**config.mk**
```make
export PLATFORM = sky130hd
export DESIGN_NAME = systolic_job_sequencer_flat
export DESIGN_NICKNAME = d
export VERILOG_FILES = /design/src/rtl/systolic_job_sequencer_if.sv /design/src/rtl/systolic_job_sequencer.sv /design/src/flat_wrapper.sv
export SDC_FILE = /design/constraint.sdc
export NUM_CORES = 1
export LEC_CHECK = 0
export ABC_AREA = 1
export CAP_MARGIN = 30
export CORE_ASPECT_RATIO = 0.8
export CORE_MARGIN = 2
export CORE_UTILIZATION = 60
export CTS_BUF_LIST = sky130_fd_sc_hd__clkbuf_16
export CTS_CLUSTER_DIAMETER = 60
export CTS_CLUSTER_SIZE = 25
export DETAILED_ROUTE_END_ITERATION = 10
export PLACE_DENSITY_LB_ADDON = 0.2
export SYNTH_ARGS = -nofsm -noshare
export SYNTH_HDL_FRONTEND = slang
export SYNTH_SLANG_ARGS = --single-unit
```
**constraint.sdc**
```tcl
create_clock -name clk -period 2.6 [get_ports clk]
set_clock_uncertainty 0.1 [all_clocks]
set_input_delay 0.26 -clock clk [delete_from_list [all_inputs] [get_ports clk]]
set_output_delay 0.26 -clock clk [all_outputs]
set_load 0.02 [all_outputs]
```
**src/rtl/systolic_job_sequencer_if.sv**
```systemverilog
// Handshake and array-edge bundle for systolic_job_sequencer.
// master: the sequencer side. slave: the load source, the result consumer and the array.
interface systolic_job_sequencer_if;
  logic [7:0] s_data;
  logic       s_valid;
  logic       s_ready;
  logic [7:0] arr_in1;
  logic [7:0] arr_in2;
  logic       arr_readout;
  logic [7:0] arr_res;
  logic [7:0] m_data;
  logic       m_valid;
  logic       m_ready;
  logic       busy;
  logic       done;

  modport master (
    input  s_data, s_valid, arr_res, m_ready,
    output s_ready, arr_in1, arr_in2, arr_readout, m_data, m_valid, busy, done
  );

  modport slave (
    output s_data, s_valid, arr_res, m_ready,
    input  s_ready, arr_in1, arr_in2, arr_readout, m_data, m_valid, busy, done
  );
endinterface

```
**src/rtl/systolic_job_sequencer.sv**
```systemverilog
// Sequences one 8x8 boolean matrix product C = A.B through the systolic array:
// loads A and B as a byte stream, feeds skewed operands into the array edges,
// drains, reads the result rows back out and streams C to the consumer.
// Optional feature macro: SYSSEQ_REUSE_B_EN adds the reuse_b port, which lets a
// job load only A and keep the previous job's B.
module systolic_job_sequencer #(
  parameter int DRAIN_CYCLES = 16
) (
  input  logic clk,
  input  logic reset,
`ifdef SYSSEQ_REUSE_B_EN
  input  logic reuse_b,
`endif
  systolic_job_sequencer_if.master bus
);

  // The phase counter must reach 16 in READ and DRAIN_CYCLES-1 in DRAIN.
  localparam int CNT_W = (DRAIN_CYCLES > 32) ? $clog2(DRAIN_CYCLES) : 5;

  typedef enum logic [2:0] {
    S_LOAD,
    S_FEED,
    S_DRAIN,
    S_READ,
    S_EMIT
  } state_t;

  state_t           state, state_nxt;
  logic [CNT_W-1:0] cnt, cnt_nxt;
  logic [3:0]       ld_cnt, ld_cnt_nxt;
  logic [2:0]       em_cnt, em_cnt_nxt;

  logic [7:0] abuf [8];
  logic [7:0] bbuf [8];
  logic [7:0] cbuf [8];

  logic [7:0] feed_top, feed_left;
  logic [7:0] top_p0, left_p0;
  logic       rd_p0;
  logic       done_p0;

  logic       reuse_job;
  logic       s_fire;
  logic       last_beat;
  logic       cap_en;
  logic [2:0] cap_idx;

  assign s_fire    = (state == S_LOAD) && bus.s_valid;
  assign last_beat = (ld_cnt == 4'd15) || ((ld_cnt == 4'd7) && reuse_job);

  // READ runs 17 state cycles because the readout flag is registered: state
  // cycle c observes the array in readout shift r = c-1, so odd r lands on
  // even c >= 2 and row (15-r)/2 = (16-c)/2 is captured at the end of it.
  assign cap_en  = (state == S_READ) && (cnt != '0) && !cnt[0];
  assign cap_idx = 3'((5'd16 - 5'(cnt)) >> 1);

  // Next-state and counter decode
  always_comb begin
    state_nxt  = state;
    cnt_nxt    = cnt;
    ld_cnt_nxt = ld_cnt;
    em_cnt_nxt = em_cnt;
    unique case (state)
      S_LOAD: begin
        if (bus.s_valid) begin
          if (last_beat) begin
            ld_cnt_nxt = '0;
            cnt_nxt    = '0;
            state_nxt  = S_FEED;
          end else begin
            ld_cnt_nxt = ld_cnt + 4'd1;
          end
        end
      end
      S_FEED: begin
        if (cnt == CNT_W'(14)) begin
          cnt_nxt   = '0;
          state_nxt = S_DRAIN;
        end else begin
          cnt_nxt = cnt + 1'b1;
        end
      end
      S_DRAIN: begin
        if (cnt == CNT_W'(DRAIN_CYCLES - 1)) begin
          cnt_nxt   = '0;
          state_nxt = S_READ;
        end else begin
          cnt_nxt = cnt + 1'b1;
        end
      end
      S_READ: begin
        if (cnt == CNT_W'(16)) begin
          cnt_nxt   = '0;
          state_nxt = S_EMIT;
        end else begin
          cnt_nxt = cnt + 1'b1;
        end
      end
      S_EMIT: begin
        if (bus.m_ready) begin
          em_cnt_nxt = em_cnt + 3'd1;
          if (em_cnt == 3'd7) begin
            state_nxt = S_LOAD;
          end
        end
      end
      default: begin
        state_nxt = S_LOAD;
        cnt_nxt   = '0;
      end
    endcase
  end

  // Skewed operand decode: row i of A is delayed by i cycles, column j of B by j
  always_comb begin
    feed_top  = '0;
    feed_left = '0;
    for (int j = 0; j < 8; j++) begin
      if ((int'(cnt) >= j) && (int'(cnt) - j <= 7)) begin
        feed_top[j] = bbuf[3'(int'(cnt) - j)][j];
      end
    end
    for (int i = 0; i < 8; i++) begin
      if ((int'(cnt) >= i) && (int'(cnt) - i <= 7)) begin
        feed_left[i] = abuf[i][3'(int'(cnt) - i)];
      end
    end
  end

  // Control state register
  always_ff @(posedge clk or posedge reset) begin
    if (reset) begin
      state  <= S_LOAD;
      cnt    <= '0;
      ld_cnt <= '0;
      em_cnt <= '0;
    end else begin
      state  <= state_nxt;
      cnt    <= cnt_nxt;
      ld_cnt <= ld_cnt_nxt;
      em_cnt <= em_cnt_nxt;
    end
  end

  // Registered array edge drive and completion pulse
  always_ff @(posedge clk or posedge reset) begin
    if (reset) begin
      top_p0  <= '0;
      left_p0 <= '0;
      rd_p0   <= 1'b0;
      done_p0 <= 1'b0;
    end else begin
      top_p0  <= (state == S_FEED) ? feed_top  : 8'h00;
      left_p0 <= (state == S_FEED) ? feed_left : 8'h00;
      rd_p0   <= (state == S_READ) && (cnt != CNT_W'(16));
      done_p0 <= (state == S_EMIT) && bus.m_ready && (em_cnt == 3'd7);
    end
  end

  // A operand buffer and result row capture
  always_ff @(posedge clk) begin
    if (s_fire && !ld_cnt[3]) begin
      abuf[ld_cnt[2:0]] <= bus.s_data;
    end
    if (cap_en) begin
      cbuf[cap_idx] <= bus.arr_res;
    end
  end

`ifdef SYSSEQ_REUSE_B_EN
  // B operand buffer; cleared by reset so a reused B after reset is all zero
  always_ff @(posedge clk or posedge reset) begin
    if (reset) begin
      for (int k = 0; k < 8; k++) begin
        bbuf[k] <= 8'h00;
      end
    end else if (s_fire && ld_cnt[3]) begin
      bbuf[ld_cnt[2:0]] <= bus.s_data;
    end
  end

  // Reuse request, taken with load beat 0 and held for the rest of the load
  always_ff @(posedge clk or posedge reset) begin
    if (reset) begin
      reuse_job <= 1'b0;
    end else if (s_fire && (ld_cnt == 4'd0)) begin
      reuse_job <= reuse_b;
    end
  end
`else
  // B operand buffer
  always_ff @(posedge clk) begin
    if (s_fire && ld_cnt[3]) begin
      bbuf[ld_cnt[2:0]] <= bus.s_data;
    end
  end

  assign reuse_job = 1'b0;
`endif

  assign bus.s_ready     = (state == S_LOAD);
  assign bus.m_valid     = (state == S_EMIT);
  assign bus.m_data      = (state == S_EMIT) ? cbuf[em_cnt] : 8'h00;
  assign bus.busy        = !((state == S_LOAD) && (ld_cnt == 4'd0));
  assign bus.done        = done_p0;
  assign bus.arr_in1     = top_p0;
  assign bus.arr_in2     = left_p0;
  assign bus.arr_readout = rd_p0;

endmodule

```
**src/flat_wrapper.sv**
```systemverilog
// flat-port wrapper written by rule: the top's interface ports become plain ports
module systolic_job_sequencer_flat 
#(
  parameter int DRAIN_CYCLES = 16
)
  (clk, reset, bus_s_data, bus_s_valid, bus_arr_res, bus_m_ready, bus_s_ready, bus_arr_in1, bus_arr_in2, bus_arr_readout, bus_m_data, bus_m_valid, bus_busy, bus_done);
  systolic_job_sequencer_if bus_i ();
  input  logic clk;
  input  logic reset;
  input wire logic [$bits(bus_i.s_data)-1:0] bus_s_data;
  input wire logic [$bits(bus_i.s_valid)-1:0] bus_s_valid;
  input wire logic [$bits(bus_i.arr_res)-1:0] bus_arr_res;
  input wire logic [$bits(bus_i.m_ready)-1:0] bus_m_ready;
  output wire logic [$bits(bus_i.s_ready)-1:0] bus_s_ready;
  output wire logic [$bits(bus_i.arr_in1)-1:0] bus_arr_in1;
  output wire logic [$bits(bus_i.arr_in2)-1:0] bus_arr_in2;
  output wire logic [$bits(bus_i.arr_readout)-1:0] bus_arr_readout;
  output wire logic [$bits(bus_i.m_data)-1:0] bus_m_data;
  output wire logic [$bits(bus_i.m_valid)-1:0] bus_m_valid;
  output wire logic [$bits(bus_i.busy)-1:0] bus_busy;
  output wire logic [$bits(bus_i.done)-1:0] bus_done;
  assign bus_i.s_data = bus_s_data;
  assign bus_i.s_valid = bus_s_valid;
  assign bus_i.arr_res = bus_arr_res;
  assign bus_i.m_ready = bus_m_ready;
  assign bus_s_ready = bus_i.s_ready;
  assign bus_arr_in1 = bus_i.arr_in1;
  assign bus_arr_in2 = bus_i.arr_in2;
  assign bus_arr_readout = bus_i.arr_readout;
  assign bus_m_data = bus_i.m_data;
  assign bus_m_valid = bus_i.m_valid;
  assign bus_busy = bus_i.busy;
  assign bus_done = bus_i.done;
  systolic_job_sequencer #(.DRAIN_CYCLES(DRAIN_CYCLES)) u_core (.clk(clk), .reset(reset), .bus(bus_i));
endmodule
```
==> impl_metrics.py, run 1 <==
metrics = {
    "synth": {
        "yosysSeqAreaShare_pct": 65.99,
        "ys_types": 36,
        "syn_avg_cell_area_sq_um": 10.61,
        "ys_ff_latch": 225,
        "synth.net_count": 983,
        "yosysWarningCount": 0,
        "syn-cell-area_sq_um": 9988,
        "synthCells": 941,
    },
    "clock_network": {
        "htreeDepth": 1,
        "clkSinkCount": 225,
        "ctsHoldBuffers": 0,
        "cts_tree": "built",
        "clk_latency_ns": 0.48,
        "cts.path.max_buffers": 3,
        "root_buffer": "clkbuf_16",
        "cts_made_buffers": 15,
        "clkTransAtPathRegs_ns": 0.08,
    },
    "timing": {
        "worst_pin_slew_ns": 0.8190,
        "fin_crit_ns": 2.588,
        "hold_viol": 0,
        "hold_ws_ns": 0.1088,
        "drv_slew": 0,
        "clock.fmax_ghz": 0.3864,
        "rsz0062_at_grt": "true",
        "maxSlewHeadroom_pct": 45.23,
        "setup_viol": 0,
        "period_share_pct": 99.54,
    },
    "min_path": {
        "hp-class": "primary input to async pin",
    },
    "place": {
        "port_buffers": 48,
        "gp_congestion": 0.8732,
        "place_hpwl_mm": 14.40,
        "place_area_sq_um": 10830,
    },
    "drt": {
        "wirelength_mm": 21.61,
        "num_vias": 6820,
        "dr.pass1.iters": 6,
        "ant_nets": 0,
        "drtIter0Drc": 686,
        "routedWlPerCell_um": 17.47,
        "drc": 0,
        "viasPerCell": 5.513,
    },
    "power_and_ir_drop": {
        "ir_worst_vdd_mv": 0.4493,
        "leakagePower_nw": 4.418,
        "power_density_nw_per_um2": 559.4,
        "power_mw": 6.333,
    },
    "global_route": {
        "grt_pass1_vias": 6344,
        "antenna_found_initial": 1,
        "grt_pass1_wl_mm": 34.27,
        "grtUsageTotal_pct": 25.20,
        "grt_max_degree": 71,
        "grt-ovfl-total": 0,
    },
    "layout": {
        "stdcell_area_sq_um": 11320,
        "areaGrowthSynthToFinish_pct": 13.34,
        "drive_gt1_share_pct": 10.23,
        "antenna_cells": 0,
        "layout.nets": 1051,
    },
    "floorplan": {
        "ios": 49,
        "die_x_um": 148.3,
        "initial_core_util_pct": 60.92,
        "dieArea_sq_um": 17700,
        "core_area_sq_um": 16400,
        "die_y_um": 119.4,
        "num_rows": 42,
    },
    "setup_path": {
        "cp_slowest_stage_delay_ns": 0.60,
        "cp.required_ns": 2.24,
        "crit_family": "buffers and inverters",
        "cp_num_buf_inv": 2,
        "startpoint_type": "flip-flop",
        "cp-end-kind": "output pin",
        "critPathMaxFanout": 21,
        "cp_common_cell": "nor2_1",
        "slowest_stage": "clkdlybuf4s50_1",
        "path_cells": "buf_6 -> nor2_1 -> nor2_1 -> o21ai_0 -> nand3_1 -> nand2_1 -> nor2_1 -> clkdlybuf4s50_1",
        "cp.arrival_ns": 2.23,
        "critPathKind": "flip-flop to output pin",
    },
    "flow_run": {
        "drv_cap": 0,
    },
    "run_status": {
        "outcome": "complete, no violations",
    },
}
==> cell type report <==
| cell class | count | area [sq um] |
|---|---|---|
| Sequential cell | 225 | 6594 |
| Fill cell | 1217 | 5075 |
| Timing Repair Buffer | 90 | 807.0 |
| Clock buffer | 15 | 375.4 |
| Clock inverter | 10 | 86.33 |
| Multi-Input combinational cell | 628 | 2994 |
| Tap cell | 220 | 275.3 |
| Inverter | 49 | 188.9 |
==> through the flow <==
stage	setup WS (ns)	TNS, ns	util [%]	std cells
2_1_floorplan	0.2365	0	-	941
3_3_place_gp	0.4111	0	66.05	1210
3_5_place_dp	0.3561	0	66.05	1210
4_1_cts	-0.003859	-0.005455	69.05	1237
5_1_grt	-0.1726	-0.5983	69.05	1237
6_report	0.01194	0	69.05	1237
==> worst register-to-register path: stages, from the launching register on <==
cell     delay, ns
dfrtp_2       0.39
inv_2         0.05
ha_1          0.28
xnor2_1       0.59
nand2_1       0.16
nor2_1        0.16
buf_4         0.20
==> cells in the mapped netlist (all sizes together) <==
cell	n	area share, %
a211oi	1	0.075
a21oi	16	0.84
and3	1	0.063
buf	32	1.9
clkbuf	7	0.29
clkinv	1	0.038
dfrtp	33	8.3
edfxtp	192	58
ha	22	2.8
inv	48	1.8
nand2	205	8.1
nand3	100	5.2
nand3b	1	0.075
nand4	2	0.13
nor2	192	7.6
o21ai	56	2.9
o21bai	1	0.075
or2	24	1.5
xnor2	2	0.18
xor2	5	0.44
==> final timing paths <==
| check | from | to | slack [ns] | cells past startpoint |
|---|---|---|---|---|
| max reg2reg | u_core.cnt[0] | u_core.cbuf[3][1] | 0.38 | 6 |
| min reg2reg | u_core.abuf[4][4] | u_core.bus.arr_in2[4] | 0.52 | 4 |
| min | reset | u_core.em_cnt[2] | 0.11 | 2 |
| max | u_core.em_cnt[0] | bus_m_data[2] | 0.01 | 8 |
| max in group asynchronous | reset | u_core.bus.arr_in1[0] | 1.64 | 3 |
| min in group clk | bus_m_ready | u_core.em_cnt[2] | 0.32 | 3 |
==> sequential cells by signal (all words and copies together) (netlist names) <==
name,cells
u_core.bus.done,1
u_core.em_cnt,3
u_core.cbuf,64
u_core.ld_cnt,4
u_core.bus.arr_in1,8
u_core.abuf,64
u_core.bus.arr_readout,1
u_core.state,3
u_core.cnt,5
u_core.bus.arr_in2,8
u_core.bbuf,64
==> power by group <==
part           internal, mW  switching (mW)  total, mW
logic                0.0290          0.0682     0.0972
registers              3.92         0.00175       3.92
clock network          1.11            1.21       2.32
total                  5.05            1.28       6.33
==> repair_timing <==
action                     in CTS  in global routing
setup endpoints to repair       8                  4
pin swaps                       1                  0
cloned                          0                  0
gates resized for setup         7                  0
buffers inserted                2                  0
==> layout by cell type, fill, tap and decap left out, drive strengths merged <==
master / n
nor2: 192
nand4: 2
inv: 54
clkbuf: 15
clkdlybuf4s50: 44
and3: 1
nand3b: 1
o21bai: 1
a211oi: 1
xor2: 5
buf: 42
a21oi: 16
dlygate4sd2: 4
clkinvlp: 1
nand2: 205
dfrtp: 33
edfxtp: 192
xnor2: 2
or2: 24
ha: 22
o21ai: 56
nand3: 100
clkinv: 4
==> kinds of logic after synthesis <==
group                      Yosys count  synth area share, %
DFF                                225                65.99
buffers and inverters               88                4.034
and+or+nand+nor                    525                22.70
AOI/OAI and AO/OA                   74                3.908
xor gates and xnor gates             7               0.6138
adders and majority gates           22                2.756
==> routing by layer <==
metal | track usage (%) | vias to the layer above | wire, um
met3 | 4.943 | 28 | 2010
met4 | 4.762 | 0 | 306
met1 | 39.78 | 3241 | 9850
met2 | 37.04 | 270 | 9441
met5 | 0 | - | 0
li1 | - | 3281 | -
No activity file was read; power rests on OpenSTA's default activity.
==> run 2, diff against run 1 <==
--- a/config.mk
+++ b/config.mk
@@ -9,7 +9,7 @@
 export CAP_MARGIN = 30
 export CORE_ASPECT_RATIO = 0.8
 export CORE_MARGIN = 2
-export CORE_UTILIZATION = 60
+export CORE_UTILIZATION = 35
 export CTS_BUF_LIST = sky130_fd_sc_hd__clkbuf_16
 export CTS_CLUSTER_DIAMETER = 60
 export CTS_CLUSTER_SIZE = 25
==> run 2 against run 1 <==
Net effect: global-route usage fell by 8.6 points; cell count up 14%; worst hold slack worse by 0.028 ns; largest power group unchanged; register-to-register slack gained 0.05 ns; sequential share of layout area fell by 2.2 points; first-iteration DRC count down 23%; critical path depth shrank 1; combinational power increased by 10%; highest routed layer unchanged; wire length up 12%; power is 11% higher; clock-buffer cell count is 4 higher; final area grew 4.0%.
==> impl_metrics.py, run 2 (synthesis gave the netlist of run 1 again) <==
metrics = {
    "run_status": {
        "outcome": "complete, no violations",
    },
    "place": {
        "place_hpwl_mm": 15.63,
        "port_buffers": 48,
        "gp_congestion": 0.7795,
    },
    "timing": {
        "tns_ns": 0,
        "period_share_pct": 92.80,
        "maxSlewHeadroom_pct": 50.61,
        "hold_ws_ns": 0.08035,
        "setup_viol": 0,
        "hold_viol": 0,
        "worst_pin_slew_ns": 0.7385,
        "fin_crit_ns": 2.413,
        "clock.fmax_ghz": 0.4145,
        "drv_slew": 0,
        "rsz0062_at_grt": "false",
    },
    "power_and_ir_drop": {
        "comb_power_share_pct": 1.5,
        "internal-power_mw": 5.485,
        "swShare_pct": 21.67,
        "p_switching_mw": 1.518,
        "ir_worst_vdd_mv": 0.3761,
        "pwr-share-seq_pct": 56.0,
        "leakagePower_nw": 4.566,
        "power_density_nw_per_um2": 594.9,
        "clkPwrFrac_pct": 42.5,
    },
    "global_route": {
        "grt-ovfl-total": 0,
        "met1_usage_pct": 26.52,
        "use_met3_pct": 2.053,
        "grt_util_met2_pct": 24.24,
        "top_usage_layer": "met1",
        "grtUsageTotal_pct": 16.63,
        "grt_pass1_vias": 6322,
        "grt_pass1_wl_mm": 37.60,
        "antenna_found_initial": 0,
        "grt_max_degree": 43,
    },
    "setup_path": {
        "reg2reg_slack_ns": 0.43,
        "startpoint_type": "flip-flop",
        "cp-end-kind": "output pin",
        "critPathMaxFanout": 28,
        "critPathKind": "flip-flop to output pin",
        "cp.required_ns": 2.24,
        "cp.arrival_ns": 2.05,
    },
    "clock_network": {
        "root_buffer": "clkbuf_16",
        "clkTransAtPathRegs_ns": 0.09,
        "htreeDepth": 1,
        "cts.path.max_buffers": 3,
        "ctsHoldBuffers": 0,
        "clk_latency_ns": 0.50,
        "cts_made_buffers": 18,
        "clkSinkCount": 225,
        "cts_tree": "built",
    },
    "layout": {
        "mostFrequentLayoutCells": "192 x nand2_1, 192 x edfxtp_1, 184 x nor2_1, 98 x nand3_1, 50 x buf_4",
        "areaGrowthSynthToFinish_pct": 17.86,
        "antenna_cells": 0,
        "layout.nets": 1064,
        "fillCellCount": 2726,
        "drive_gt1_share_pct": 11.70,
    },
    "floorplan": {
        "core_area_sq_um": 28150,
        "die_y_um": 155.1,
        "die_x_um": 192.9,
        "initial_core_util_pct": 35.49,
        "dieArea_sq_um": 29910,
        "ios": 49,
        "num_rows": 55,
    },
    "drt": {
        "wirelength_mm": 24.30,
        "viasPerCell": 4.756,
        "ant_nets": 0,
        "drc": 0,
        "routedWlPerCell_um": 17.31,
        "drtIter0Drc": 529,
        "num_vias": 6678,
        "dr.pass1.iters": 4,
    },
    "flow_run": {
        "drv_cap": 0,
    },
    "min_path": {
        "hp-class": "primary input to async pin",
    },
}
[run 2: changes by cell type in the layout (fill, tap and decap cells not counted), moves of 3 or more]
cell,previous run,this run
buf_4,40,50
clkbuf_16,15,19
clkdlybuf4s50_1,44,39
dlygate4sd2_1,4,8
inv_16,0,3
inv_6,4,1
[run 2: final cells by class]
cell class	instances	area (sq um)	area share [%]
clock buffers	19	475.5	4.039
flip-flops and latches	225	6594	56.01
clock inverters	13	170.2	1.445
repair buffers	100	888.4	7.546
well taps	370	462.9	3.932
multi-input cells	628	2994	25.43
inverters	49	187.7	1.594
[run 2: timing repair]
action / in CTS / in global routing
setup buffers: 2 / 0
gates resized for setup: 10 / 1
endpoints found under the setup margin: 8 / 1
hold endpoints to repair: 0 / 0
pin swaps: 1 / 0
cloned: 0 / 0
[run 2: power by group through the flow]
stage	clock (mW)	combinational [mW]	sequential (mW)
6_report	2.98	0.107	3.92
5_1_grt	3.17	0.118	3.92
4_1_cts	3.04	0.110	3.92
3_5_place_dp	0	0.110	4.00
3_3_place_gp	0	0.110	4.00
2_1_floorplan	0	0.0111	4.00
[run 2: final timing paths]
path / from / cells past startpoint / to
max in group asynchronous: reset / 3 / u_core.cnt[0]
worst max register to register: u_core.cnt[1] / 10 / u_core.cbuf[5][6]
worst min-delay path: reset / 3 / u_core.em_cnt[1]
worst max-delay path: u_core.em_cnt[0] / 7 / bus_m_data[4]
min in group clk: bus_m_ready / 3 / u_core.em_cnt[2]
worst min register to register: u_core.bbuf[5][6] / 4 / u_core.bus.arr_in1[6]
[run 2: worst max-delay path, cell delays in order, from the launching register on]
cell and delay, ns:
dfrtp_2 0.48, inv_2 0.14, buf_12 0.18, nor2_1 0.06, o21ai_1 0.13, nor2_1 0.06
nor2_1 0.14, dlygate4sd2_1 0.34
[run 2: through the flow]
stage / std cells / instance area, sq um / power [mW] / utilization [%] / setup WS [ns]
after floorplan: 941 / 9988 / 4.013 / - / 0.2365
after global placement: 1370 / 11100 / 4.110 / 39.45 / 0.3906
after detailed placement: 1370 / 11100 / 4.111 / 39.45 / 0.3687
after CTS: 1404 / 11770 / 7.072 / 41.82 / 0.03122
after global routing: 1404 / 11770 / 7.211 / 41.83 / 0.02794
final: 1404 / 11770 / 7.003 / 41.83 / 0.1872
[run 2: routing by layer]
metal  vias up  routed length, um
li1       3313                  -
met1      3230              12760
met2       111              10250
met3        24                865
met4         0                423
met5         -                  0
